**config.mk**
```make
export PLATFORM = sky130hd
export DESIGN_NAME = io_controller
export DESIGN_NICKNAME = d
export VERILOG_FILES = /design/src/rtl/io_controller.sv
export SDC_FILE = /design/constraint.sdc
export NUM_CORES = 1
export LEC_CHECK = 0
export BUFFER_PORTS_ARGS = -buffer_cell sky130_fd_sc_hd__buf_4
export CORE_ASPECT_RATIO = 0.5
export CORE_MARGIN = 2
export CORE_UTILIZATION = 51
export DETAILED_ROUTE_END_ITERATION = 8
export HOLD_SLACK_MARGIN = 0.05
export PLACE_DENSITY = 0.75
export SYNTH_ARGS = -nofsm -noshare
export SYNTH_HDL_FRONTEND = slang
export SYNTH_SLANG_ARGS = --single-unit
```
**constraint.sdc**
```tcl
create_clock -name clock -period 4.4 [get_ports clock]
set_input_delay 0.22 -clock clock [delete_from_list [all_inputs] [get_ports clock]]
set_output_delay 0.22 -clock clock [all_outputs]
set_load 0.02 [all_outputs]
```
**src/rtl/io_controller.sv**
```systemverilog
// Memory-mapped I/O peripheral on the MEM-stage bus: output register, synchronised
// inputs with sticky rising-edge flags, and a free-running timer with a compare flag.
module io_controller #(
   parameter int               XLEN      = 32,
   parameter int               IO_WIDTH  = 11,
   parameter logic [XLEN-1:0]  BASE_ADDR = 32'h0000_0400
) (
   input  logic                clock,
   input  logic                reset,
   input  logic [XLEN-1:0]     address,
   input  logic [XLEN-1:0]     write_data,
   input  logic                write_enable,
   output logic [XLEN-1:0]     read_data,
   output logic                hit,
   input  logic [IO_WIDTH-1:0] io_input_bus,
   output logic [IO_WIDTH-1:0] io_output_bus,
   output logic                timer_irq
);

   localparam logic [2:0] IDX_OUT    = 3'd0;
   localparam logic [2:0] IDX_IN     = 3'd1;
   localparam logic [2:0] IDX_EDGE   = 3'd2;
   localparam logic [2:0] IDX_TIMER  = 3'd3;
   localparam logic [2:0] IDX_CMP    = 3'd4;
   localparam logic [2:0] IDX_STATUS = 3'd5;

   logic                in_window;
   logic [2:0]          idx;
   logic                wr;
   logic                unused_addr_bits;

   logic [IO_WIDTH-1:0] out_reg;
   logic [IO_WIDTH-1:0] sync1;
   logic [IO_WIDTH-1:0] sync2;
   logic [IO_WIDTH-1:0] prev;
   logic [IO_WIDTH-1:0] edge_flags;
   logic [IO_WIDTH-1:0] rise;
   logic [IO_WIDTH-1:0] edge_clear;
   logic [XLEN-1:0]     timer;
   logic [XLEN-1:0]     cmp;
   logic                match;
   logic                match_now;
   logic                match_clear;
   logic [XLEN-1:0]     rd_mux;

   assign in_window        = (address[XLEN-1:5] == BASE_ADDR[XLEN-1:5]);
   assign idx              = address[4:2];
   assign wr               = write_enable & in_window;
   // Word access only: the byte offset within a word is deliberately ignored.
   assign unused_addr_bits = &address[1:0];

   assign io_output_bus = out_reg;
   assign timer_irq     = match;

   // NOTE: every signal written in always_comb gets a default first so no latch is inferred.
   always_comb begin
      rise        = sync2 & ~prev;
      edge_clear  = '0;
      match_clear = 1'b0;
      match_now   = (timer == cmp);
      if (wr && idx == IDX_EDGE)   edge_clear  = write_data[IO_WIDTH-1:0];
      if (wr && idx == IDX_STATUS) match_clear = write_data[0];
   end

   always_comb begin
      rd_mux = '0;
      if (in_window) begin
         case (idx)
            IDX_OUT:    rd_mux = {{(XLEN-IO_WIDTH){1'b0}}, out_reg};
            IDX_IN:     rd_mux = {{(XLEN-IO_WIDTH){1'b0}}, sync2};
            IDX_EDGE:   rd_mux = {{(XLEN-IO_WIDTH){1'b0}}, edge_flags};
            IDX_TIMER:  rd_mux = timer;
            IDX_CMP:    rd_mux = cmp;
            IDX_STATUS: rd_mux = {{(XLEN-1){1'b0}}, match};
            default:    rd_mux = '0;
         endcase
      end
   end

   // NOTE: sequential state uses non-blocking assignments so every register samples pre-edge values.
   always_ff @(posedge clock or posedge reset) begin
      if (reset) begin
         out_reg    <= '0;
         sync1      <= '0;
         sync2      <= '0;
         prev       <= '0;
         edge_flags <= '0;
         timer      <= '0;
         cmp        <= '1;
         match      <= 1'b0;
         read_data  <= '0;
         hit        <= 1'b0;
      end else begin
         sync1      <= io_input_bus;
         sync2      <= sync1;
         prev       <= sync2;
         // A rise in the same cycle as a clear of that bit keeps the flag set.
         edge_flags <= (edge_flags & ~edge_clear) | rise;
         match      <= match_now | (match & ~match_clear);

         if (wr && idx == IDX_OUT) out_reg <= write_data[IO_WIDTH-1:0];
         if (wr && idx == IDX_CMP) cmp     <= write_data;
         if (wr && idx == IDX_TIMER) timer <= write_data;
         else                        timer <= timer + 1'b1;

         read_data <= rd_mux;
         hit       <= in_window;
      end
   end

endmodule
```
# --- Word level (Yosys, flattened, before mapping) ---
# Index checks and enable logic that the tools add are counted.
op_classes:
  n_addsub: 1
  mul: 0
  div_mod_pow: 0
  order_cmp: 0
  n_eq_ne: 7
  shift: 0
  n_mux: 5
  bitwise_logic: 9
  reduce_logical: 6
ops:
  columns: ["op", "count"]
  rows:
  - ["$pmux W32 S6", 1]
  - ["$mux W32", 2]
  - ["$add A32 B1 Y32 const B", 1]
  - ["$eq A32 B32 Y1", 1]
  - ["$eq A27 B6 Y1 const B", 1]
  - ["$and A11 B11 Y11", 2]
  - ["$not A11 Y11", 2]
  - ["$mux W11", 1]
  - ["$or A11 B11 Y11", 1]
  - ["$eq A3 B2 Y1 const B", 2]
  - ["$eq A3 B3 Y1 const B", 2]
  - ["$logic_and A1 B1 Y1", 5]
  - ["$eq A3 B1 Y1 const B", 1]
  - ["$logic_not A3 Y1", 1]
  - ["$and A1 B1 Y1", 2]
  - ["$mux W1", 1]
  - ["$not A1 Y1", 1]
  - ["$or A1 B1 Y1", 1]
word_totals:
  regBits: 153
  latch_bits: 0
  ram_bits: 0
  rom_bits: 0
  in_bits: 78
  output_inout_bits: 45
  wordCells: 38
  memories: 0

# --- Depth between registers and ports, before layout ---
# Gate-level depths: netlist (run 1).
depth:
  word_depth: 7
  depth_mapped: 9
  ltp_nobuf: 6

# --- Worst setup path before layout (run 1) ---
# No wires, ideal clock.
synth_path:
  path_type: "flip-flop to flip-flop"
  from: "reg timer[0]"
  to: "reg timer[24]"
  t_arrival_ns: 1.661
  path_slack_ns: 2.617
  stages_incl_launch_ff: 7
  n_path_buf: 0
  period_less_slack_ns: 1.783
  path_cell_list: "dfrtp_1 ha_1 nand3_1 nor4_4 nand4_1 xor2_1 a21oi_2"
synth_via:
  elab_chain_cells: 2
synth_rtl:
  columns: ["item", "line_no", "text"]
  rows:
  - ["start, declared", "39", "logic [XLEN-1:0] timer;"]
  - ["start signal, assigned", "103", "if (wr && idx == IDX_TIMER) timer <= write_data;"]
  - ["start signal, assigned", "104", "else timer <= timer + 1'b1;"]
  - ["$add A32 B1 Y32", "104", null]
  - ["$mux W32", "103", null]
# Every way passes these cells.
# A chain may end at the register's enable or synchronous reset.

# --- Worst setup path in the final report (run 1) ---
# Same ends and word-level chain as after synthesis.

==> metrics, run 1 <==
run status finished clean; most numerous cell in the Yosys netlist sky130_fd_sc_hd__dfrtp_1; number of core rows 30; First DRT Iteration DRCs 483; TritonCTS clock tree built; wire per inst 18.6 um; I/O pin cnt ~120; Leak 4.12 nW; Ys Warns 0; via count 4,981; routability congestion estimate 0.814; Post-Synthesis Mean Instance Area approximately 12 um2; slew at the pin closest to its max-slew limit 1.05 ns; portion of the post-synthesis area used by sequential elements 0.557; fraction of layout instances using a drive strength above 1 0.391; skew final 0.0112 ns; Total Negative Setup Slacks 0 ns; drt first pass iters 5; largest net degree at the start of global routing 69; total congestion overflow after global routing 0; clock tree root buffer cell sky130_fd_sc_hd__clkbuf_16; Arr. time, crit path ~2.6 ns; part of the cycle the worst path needs 0.532; clock latency at the later pin of the worst-skew pair ~0.42 ns; # Post-CTS Setup Buffers 0; relative slew slack 0.300; commonest register cell after synthesis sky130_fd_sc_hd__dfrtp_1; clock buffers created by TritonCTS 17; total placed instance area about 7900 um2; Worst Setup Path Type register to register; clock transition at the register clock pins on the worst setup and hold paths after CTS 0.06 ns; Layout Area Growth over Synthesis 26.8%; first-pass GRT wire length ~27 mm; Max Cap Viol 0; Crit. End Element register; via density per instance 5.51; Synth top area share 0.436; worst min-delay path category primary input to register; Detailed Place HPWL 11.1 mm; placeable core region roughly 13,000 um2; worst slack at placement 1.95 ns; total standard cell area after synthesis 6940 um2; final core utilization 0.656; clock period minus final worst setup slack 2.34 ns; PD cells 355 nW/um2; count of final max-slew check failures 0; total instance count after detailed placement 846; count of hold-fix buffers inserted at cts 24; Residual DRC 0; FF+latch count, synth 153; total of endpoints with negative setup slack in the final report 0; Mapped Nets 654; count of fill cells added during filler insertion 1,031; Die Area approximately 15,000 um2; antenna violations before repair 0; most frequent cells after synthesis 121 x sky130_fd_sc_hd__dfrtp_1, 54 x sky130_fd_sc_hd__xor2_1, 45 x sky130_fd_sc_hd__nor2_1, 32 x sky130_fd_sc_hd__dfstp_2, 31 x sky130_fd_sc_hd__a21oi_2; chip height 86.5 um; via count of the first global-routing pass roughly 5,100; type of element launching the critical path register; gate count of the mapped netlist 575; # diodes 0; CTS sink cnt 153; number of nets with antenna violations after routing 0; die extent in x 169 um; Post-synth ARST share 1.00; count of final hold-check violations 0; number of flops mapped to enable cells by yosys 0; gr usage total 0.242; Routed WL ~17 mm; count of input and output buffers 120; non-filler instance count after layout between 900 and 1,000; most area-consuming cells after synthesis sky130_fd_sc_hd__dfrtp_1 44%, sky130_fd_sc_hd__dfstp_2 12%, sky130_fd_sc_hd__xor2_1 6.8%, sky130_fd_sc_hd__mux2_2 4.2%, sky130_fd_sc_hd__a21oi_2 3.9%; Worst Setup Slack, final 2.06 ns; final net count 794; Worst R2R Path Depth 6; Synth cell types 42; post-synth top area cell sky130_fd_sc_hd__dfrtp_1; cell depth of the worst min-delay path 2; post-cts gate resize count 0; starting utilization of the core area 0.518; maximum level of the CTS H-tree 4; RSZ-0062 raised after global routing false; largest fanout on the critical path 8; Peak Freq 427 MHz; largest vdd supply drop 0.222 mV; clk buf depth 2; post-route cell area 8800 um2; Req. time, crit path 4.65 ns
## state kept, by name (all words and copies together), names as in the netlist
name and cells:
prev 11, hit 1, sync2 11, io_output_bus 11
timer_irq 1, read_data 32, edge_flags 11, timer 32
sync1 11, cmp 32
## cells in the final DEF (no fill, tap or decap), types with 3 or more instances in the layout
cell type / synthesis / layout
sky130_fd_sc_hd__buf_4: 4 / 128
sky130_fd_sc_hd__dfrtp_1: 121 / 121
sky130_fd_sc_hd__xor2_1: 54 / 54
sky130_fd_sc_hd__nor2_1: 45 / 45
sky130_fd_sc_hd__dfstp_2: 32 / 32
sky130_fd_sc_hd__a21oi_2: 31 / 31
sky130_fd_sc_hd__nor2_2: 29 / 29
sky130_fd_sc_hd__a22oi_1: 27 / 27
sky130_fd_sc_hd__mux2_2: 26 / 26
sky130_fd_sc_hd__dlygate4sd3_1: 0 / 26
sky130_fd_sc_hd__nand2_1: 25 / 25
sky130_fd_sc_hd__mux2_1: 22 / 22
sky130_fd_sc_hd__clkbuf_16: 0 / 17
sky130_fd_sc_hd__nor4_1: 15 / 15
sky130_fd_sc_hd__nand3_1: 15 / 15
sky130_fd_sc_hd__inv_1: 14 / 13
sky130_fd_sc_hd__nand4_1: 11 / 11
sky130_fd_sc_hd__a22o_1: 11 / 11
sky130_fd_sc_hd__and3_1: 9 / 9
sky130_fd_sc_hd__xnor2_1: 8 / 8
sky130_fd_sc_hd__o21ai_0: 7 / 7
sky130_fd_sc_hd__mux2i_1: 6 / 6
sky130_fd_sc_hd__a222oi_1: 4 / 4
sky130_fd_sc_hd__a221oi_1: 4 / 4
sky130_fd_sc_hd__clkbuf_8: 0 / 4
sky130_fd_sc_hd__nor3_1: 3 / 3
sky130_fd_sc_hd__and2_1: 3 / 3
sky130_fd_sc_hd__nor2b_1: 3 / 3
sky130_fd_sc_hd__inv_6: 0 / 3
sky130_fd_sc_hd__bufinv_16: 0 / 3
sky130_fd_sc_hd__clkinvlp_4: 0 / 3
## where the power goes
group	total, mW	internal [mW]	switching, mW	leakage [nW]
registers	1.43	1.42	0.00723	1.86
logic	0.158	0.0746	0.0831	1.96
clock network	1.53	0.956	0.575	0.296
## worst max-delay path, cell delays in order, from the launching register on
cell and delay [ns]:
sky130_fd_sc_hd__dfrtp_1 0.47, sky130_fd_sc_hd__ha_1 0.23, sky130_fd_sc_hd__nand3_1 0.31, sky130_fd_sc_hd__nor4_4 0.65
sky130_fd_sc_hd__nand4_1 0.19, sky130_fd_sc_hd__xor2_1 0.23, sky130_fd_sc_hd__a21oi_2 0.08
## stage by stage
stage	power [mW]	hold WS [ns]
final	3.12	0.0599
after global routing	3.22	0.0583
after floorplan	1.51	0.251
after CTS	3.14	0.0506
after global placement	1.59	0.329
after detailed placement	1.60	0.330
## kinds of logic after synthesis
family | Yosys count | share of synthesized area
compound gates | 88 | 0.101
xor+xnor | 62 | 0.0782
fa+ha+maj | 1 | 0.00180
buf+inv | 48 | 0.0393
flops | 153 | 0.557
mux | 56 | 0.0919
simple gates | 167 | 0.130
## metal layers
layer	share of wire	global-route usage
met5	0	0
met4	0.012	0.0754
met3	0.054	0.0461
met2	0.48	0.391
met1	0.46	0.336
## layout make-up
cell class	instances	area, um2	area share
inverter	15	61.3	0.00697
sequential	153	3870	0.440
multi-input combinational	374	2800	0.319
clock buffer	23	488	0.0555
clock inverter	9	135	0.0154
timing repair buffer	154	1220	0.139
tap	176	220	0.0250
## worst paths after layout
check                                 end      startpoint  slack [ns]
worst max register to register  timer[24]        timer[0]        2.06
worst min-delay path              cmp[19]  write_data[19]        0.06
min in group asynchronous        sync1[7]           reset        0.44
max in group asynchronous       timer[12]           reset        2.93
worst max-delay path            timer[24]        timer[0]        2.06
worst min register to register   sync2[3]        sync1[3]        0.34
(Power assumes the default switching activity.)
==> run 2: changes to the inputs <==
Settings changed: CORE_UTILIZATION 51 to 56, PLACE_DENSITY 0.75 to 0.78.
Clock period 4.4 ns to 2.4 ns, I/O delays scaled along.
==> metrics, run 2 (synthesis results as in run 1) <==
run status finished clean (unchanged); post-route cell area 9120 um2 (was 8800 um2); part of the cycle the worst path needs 0.861 (was 0.532); total of endpoints with negative setup slack in the final report 0 (unchanged); fraction of layout instances using a drive strength above 1 0.397 (was 0.391); Layout Area Growth over Synthesis 31.4% (was 26.8%); Total Negative Setup Slacks 0 ns (unchanged); clock period minus final worst setup slack 2.07 ns (was 2.34 ns); maximum level of the CTS H-tree 4 (unchanged); gr usage total 0.276 (was 0.242); crit-path leading delay family simple AND/OR/NAND/NOR gates (unchanged); type of element launching the critical path register (unchanged); Arr. time, crit path 2.37 ns (was 2.60 ns); Worst Setup Path Type register to register (unchanged); slew at the pin closest to its max-slew limit 0.561 ns (was 1.05 ns); I/O pin cnt 123 (unchanged); First DRT Iteration DRCs 345 (was 483); CTS sink cnt 153 (unchanged); CP cell instances nand3_1 > nor4_4 > buf_4 > nand4_1 > xor2_1 > a21oi_2 (was ha_1 > nand3_1 > nor4_4 > nand4_1 > xor2_1 > a21oi_2); Seq pwr share 0.459 (about the same); die extent in x 161 um (was 169 um); routability congestion estimate 0.862 (was 0.814); Req. time, crit path 2.71 ns (was 4.65 ns); post-cts gate resize count 0 (unchanged); Detailed Place HPWL 11.6 mm (was 11.1 mm); count of fill cells added during filler insertion 758 (was 1,031); total buffers and inverters traversed by the critical path 1 (was 0); skew final 0.00931 ns (was 0.0112 ns); total internal power 4.35 mW (was 2.45 mW); clock transition at the register clock pins on the worst setup and hold paths after CTS 0.07 ns (was 0.06 ns); Crit. End Element register (unchanged); critical-path cell with the highest stage delay sky130_fd_sc_hd__dfrtp_1 (was sky130_fd_sc_hd__nor4_4); chip height 82.7 um (was 86.5 um); number of nets with antenna violations after routing 0 (unchanged); largest net degree at the start of global routing 57 (was 69); relative slew slack 0.625 (was 0.300); count of final max-slew check failures 0 (unchanged); total placed instance area 8070 um2 (was 7910 um2); PD cells 627 nW/um2 (was 355 nW/um2); TritonCTS clock tree built (unchanged); antenna violations before repair 0 (unchanged); number of core rows 28 (was 30); worst slack at placement 0.292 ns (was 1.95 ns); # diodes 0 (unchanged); via count of the first global-routing pass 5,252 (was 5,066); wire per inst 18.9 um (was 18.6 um); Peak Freq 484 MHz (was 427 MHz); first-pass GRT wire length 27.5 mm (was 26.8 mm); count of final hold-check violations 0 (unchanged); placeable core region 11,900 um2 (was 13,400 um2); most frequent standard cell in the layout excluding fill and tap cells sky130_fd_sc_hd__buf_4 (unchanged); starting utilization of the core area 0.581 (was 0.518); largest vdd supply drop 0.408 mV (was 0.222 mV); most frequent cells in the layout 138 x sky130_fd_sc_hd__buf_4, 121 x sky130_fd_sc_hd__dfrtp_1, 54 x sky130_fd_sc_hd__xor2_1, 45 x sky130_fd_sc_hd__nor2_1, 44 x sky130_fd_sc_hd__dlygate4sd3_1 (was 128 x sky130_fd_sc_hd__buf_4, 121 x sky130_fd_sc_hd__dfrtp_1, 54 x sky130_fd_sc_hd__xor2_1, 45 x sky130_fd_sc_hd__nor2_1, 32 x sky130_fd_sc_hd__dfstp_2); delay of the slowest cell on the worst path 0.45 ns (was 0.65 ns); count of input and output buffers 120 (unchanged); top flop regs cmp: 32 flops, read_data: 32 flops, timer: 32 flops (unchanged); switching power 1.36 mW (was 665 uW); worst min-delay path category primary input to register (unchanged); Clk network pwr share 0.484 (was 0.491); clock buffers created by TritonCTS 17 (unchanged); clk buf depth 2 (unchanged); Die Area 13,400 um2 (was 14,600 um2); RSZ-0062 raised after global routing false (unchanged); Residual DRC 0 (unchanged); largest fanout on the critical path 9 (was 8); combinational power share 0.057 (was 0.051); clock latency at the later pin of the worst-skew pair 0.42 ns (about the same); via density per instance 5.62 (was 5.51); Max Cap Viol 0 (unchanged); Worst Setup Slack, final 0.333 ns (was 2.06 ns); drt first pass iters 5 (unchanged); clock tree root buffer cell sky130_fd_sc_hd__clkbuf_16 (unchanged); Routed WL 17.5 mm (was 16.8 mm); final net count 827 (was 794); total congestion overflow after global routing 0 (unchanged); via count 5,202 (was 4,981); count of hold-fix buffers inserted at cts 44 (was 24); switching share of power 0.238 (was 0.213); overall power after layout 5.71 mW (was 3.12 mW); Leak 4.29 nW (was 4.12 nW); # Post-CTS Setup Buffers 0 (unchanged)
-- run 2: cell types whose count changed in the layout (fill, tap and decap cells not counted) --
| cell | delta |
|---|---|
| sky130_fd_sc_hd__dlygate4sd3_1 | +18 |
| sky130_fd_sc_hd__buf_4 | +10 |
| sky130_fd_sc_hd__buf_12 | +5 |
| sky130_fd_sc_hd__clkbuf_8 | -4 |
| sky130_fd_sc_hd__inv_6 | +4 |
| sky130_fd_sc_hd__inv_8 | +3 |
| sky130_fd_sc_hd__clkbuf_1 | -2 |
| sky130_fd_sc_hd__clkinv_4 | +2 |
| sky130_fd_sc_hd__clkinvlp_4 | -2 |
| sky130_fd_sc_hd__bufinv_16 | -1 |
-- run 2: layout make-up --
class / instances / area (um2) / share of cell area
clock buffer: 17 / 425 / 0.0467
multi-input combinational: 374 / 2800 / 0.307
inverter: 15 / 60.1 / 0.00659
clock inverter: 15 / 178 / 0.0195
tap: 165 / 206 / 0.0226
sequential: 153 / 3870 / 0.424
timing repair buffer: 187 / 1580 / 0.173
-- run 2: power by group through the flow --
| stage | clock network (mW) | registers [mW] | logic, mW |
|---|---|---|---|
| floorplan | 0 | 2.66 | 0.102 |
| global placement | 0 | 2.67 | 0.261 |
| detailed placement | 0 | 2.67 | 0.266 |
| CTS | 2.80 | 2.62 | 0.325 |
| global route | 2.90 | 2.62 | 0.354 |
| finish | 2.76 | 2.62 | 0.326 |
-- run 2: per-stage QoR --
step	hold WS, ns	std cells	utilization
floorplan	0.151	575	-
global placement	0.209	850	0.676
detailed placement	0.207	850	0.676
CTS	0.0973	926	0.763
global route	0.130	926	0.763
finish	0.109	926	0.763
-- run 2: routing by layer --
metal / GRT usage / part of all wire / vias to the layer above
met3: 0.0729 / 0.076 / 41
met2: 0.439 / 0.46 / 212
met1: 0.365 / 0.44 / 2583
met5: 0 / 0 / -
li1: - / - / 2366
met4: 0.122 / 0.024 / 0
-- run 2: worst reg2reg max path, delay by kind of cell, from the launching register on --
| kind | cells | cell delay, ns |
|---|---|---|
| AOI/OAI and AO/OA | 1 | 0.08 |
| xor gates and xnor gates | 1 | 0.26 |
| buffers and inverters | 1 | 0.22 |
| DFF | 1 | 0.45 |
| and+or+nand+nor | 3 | 0.96 |
-- run 2: path summary, 6_finish.rpt --
| check | to | from | depth (start not counted) | slack, ns |
|---|---|---|---|---|
| worst min-delay path | timer_irq | write_enable | 4 | 0.11 |
| worst max register to register | timer[31] | timer[5] | 6 | 0.33 |
| worst max-delay path | timer[31] | timer[5] | 6 | 0.33 |
| worst min register to register | sync2[2] | sync1[2] | 0 | 0.35 |
| max in group asynchronous | cmp[9] | reset | 4 | 1.33 |
| min in group asynchronous | read_data[15] | reset | 3 | 0.31 |
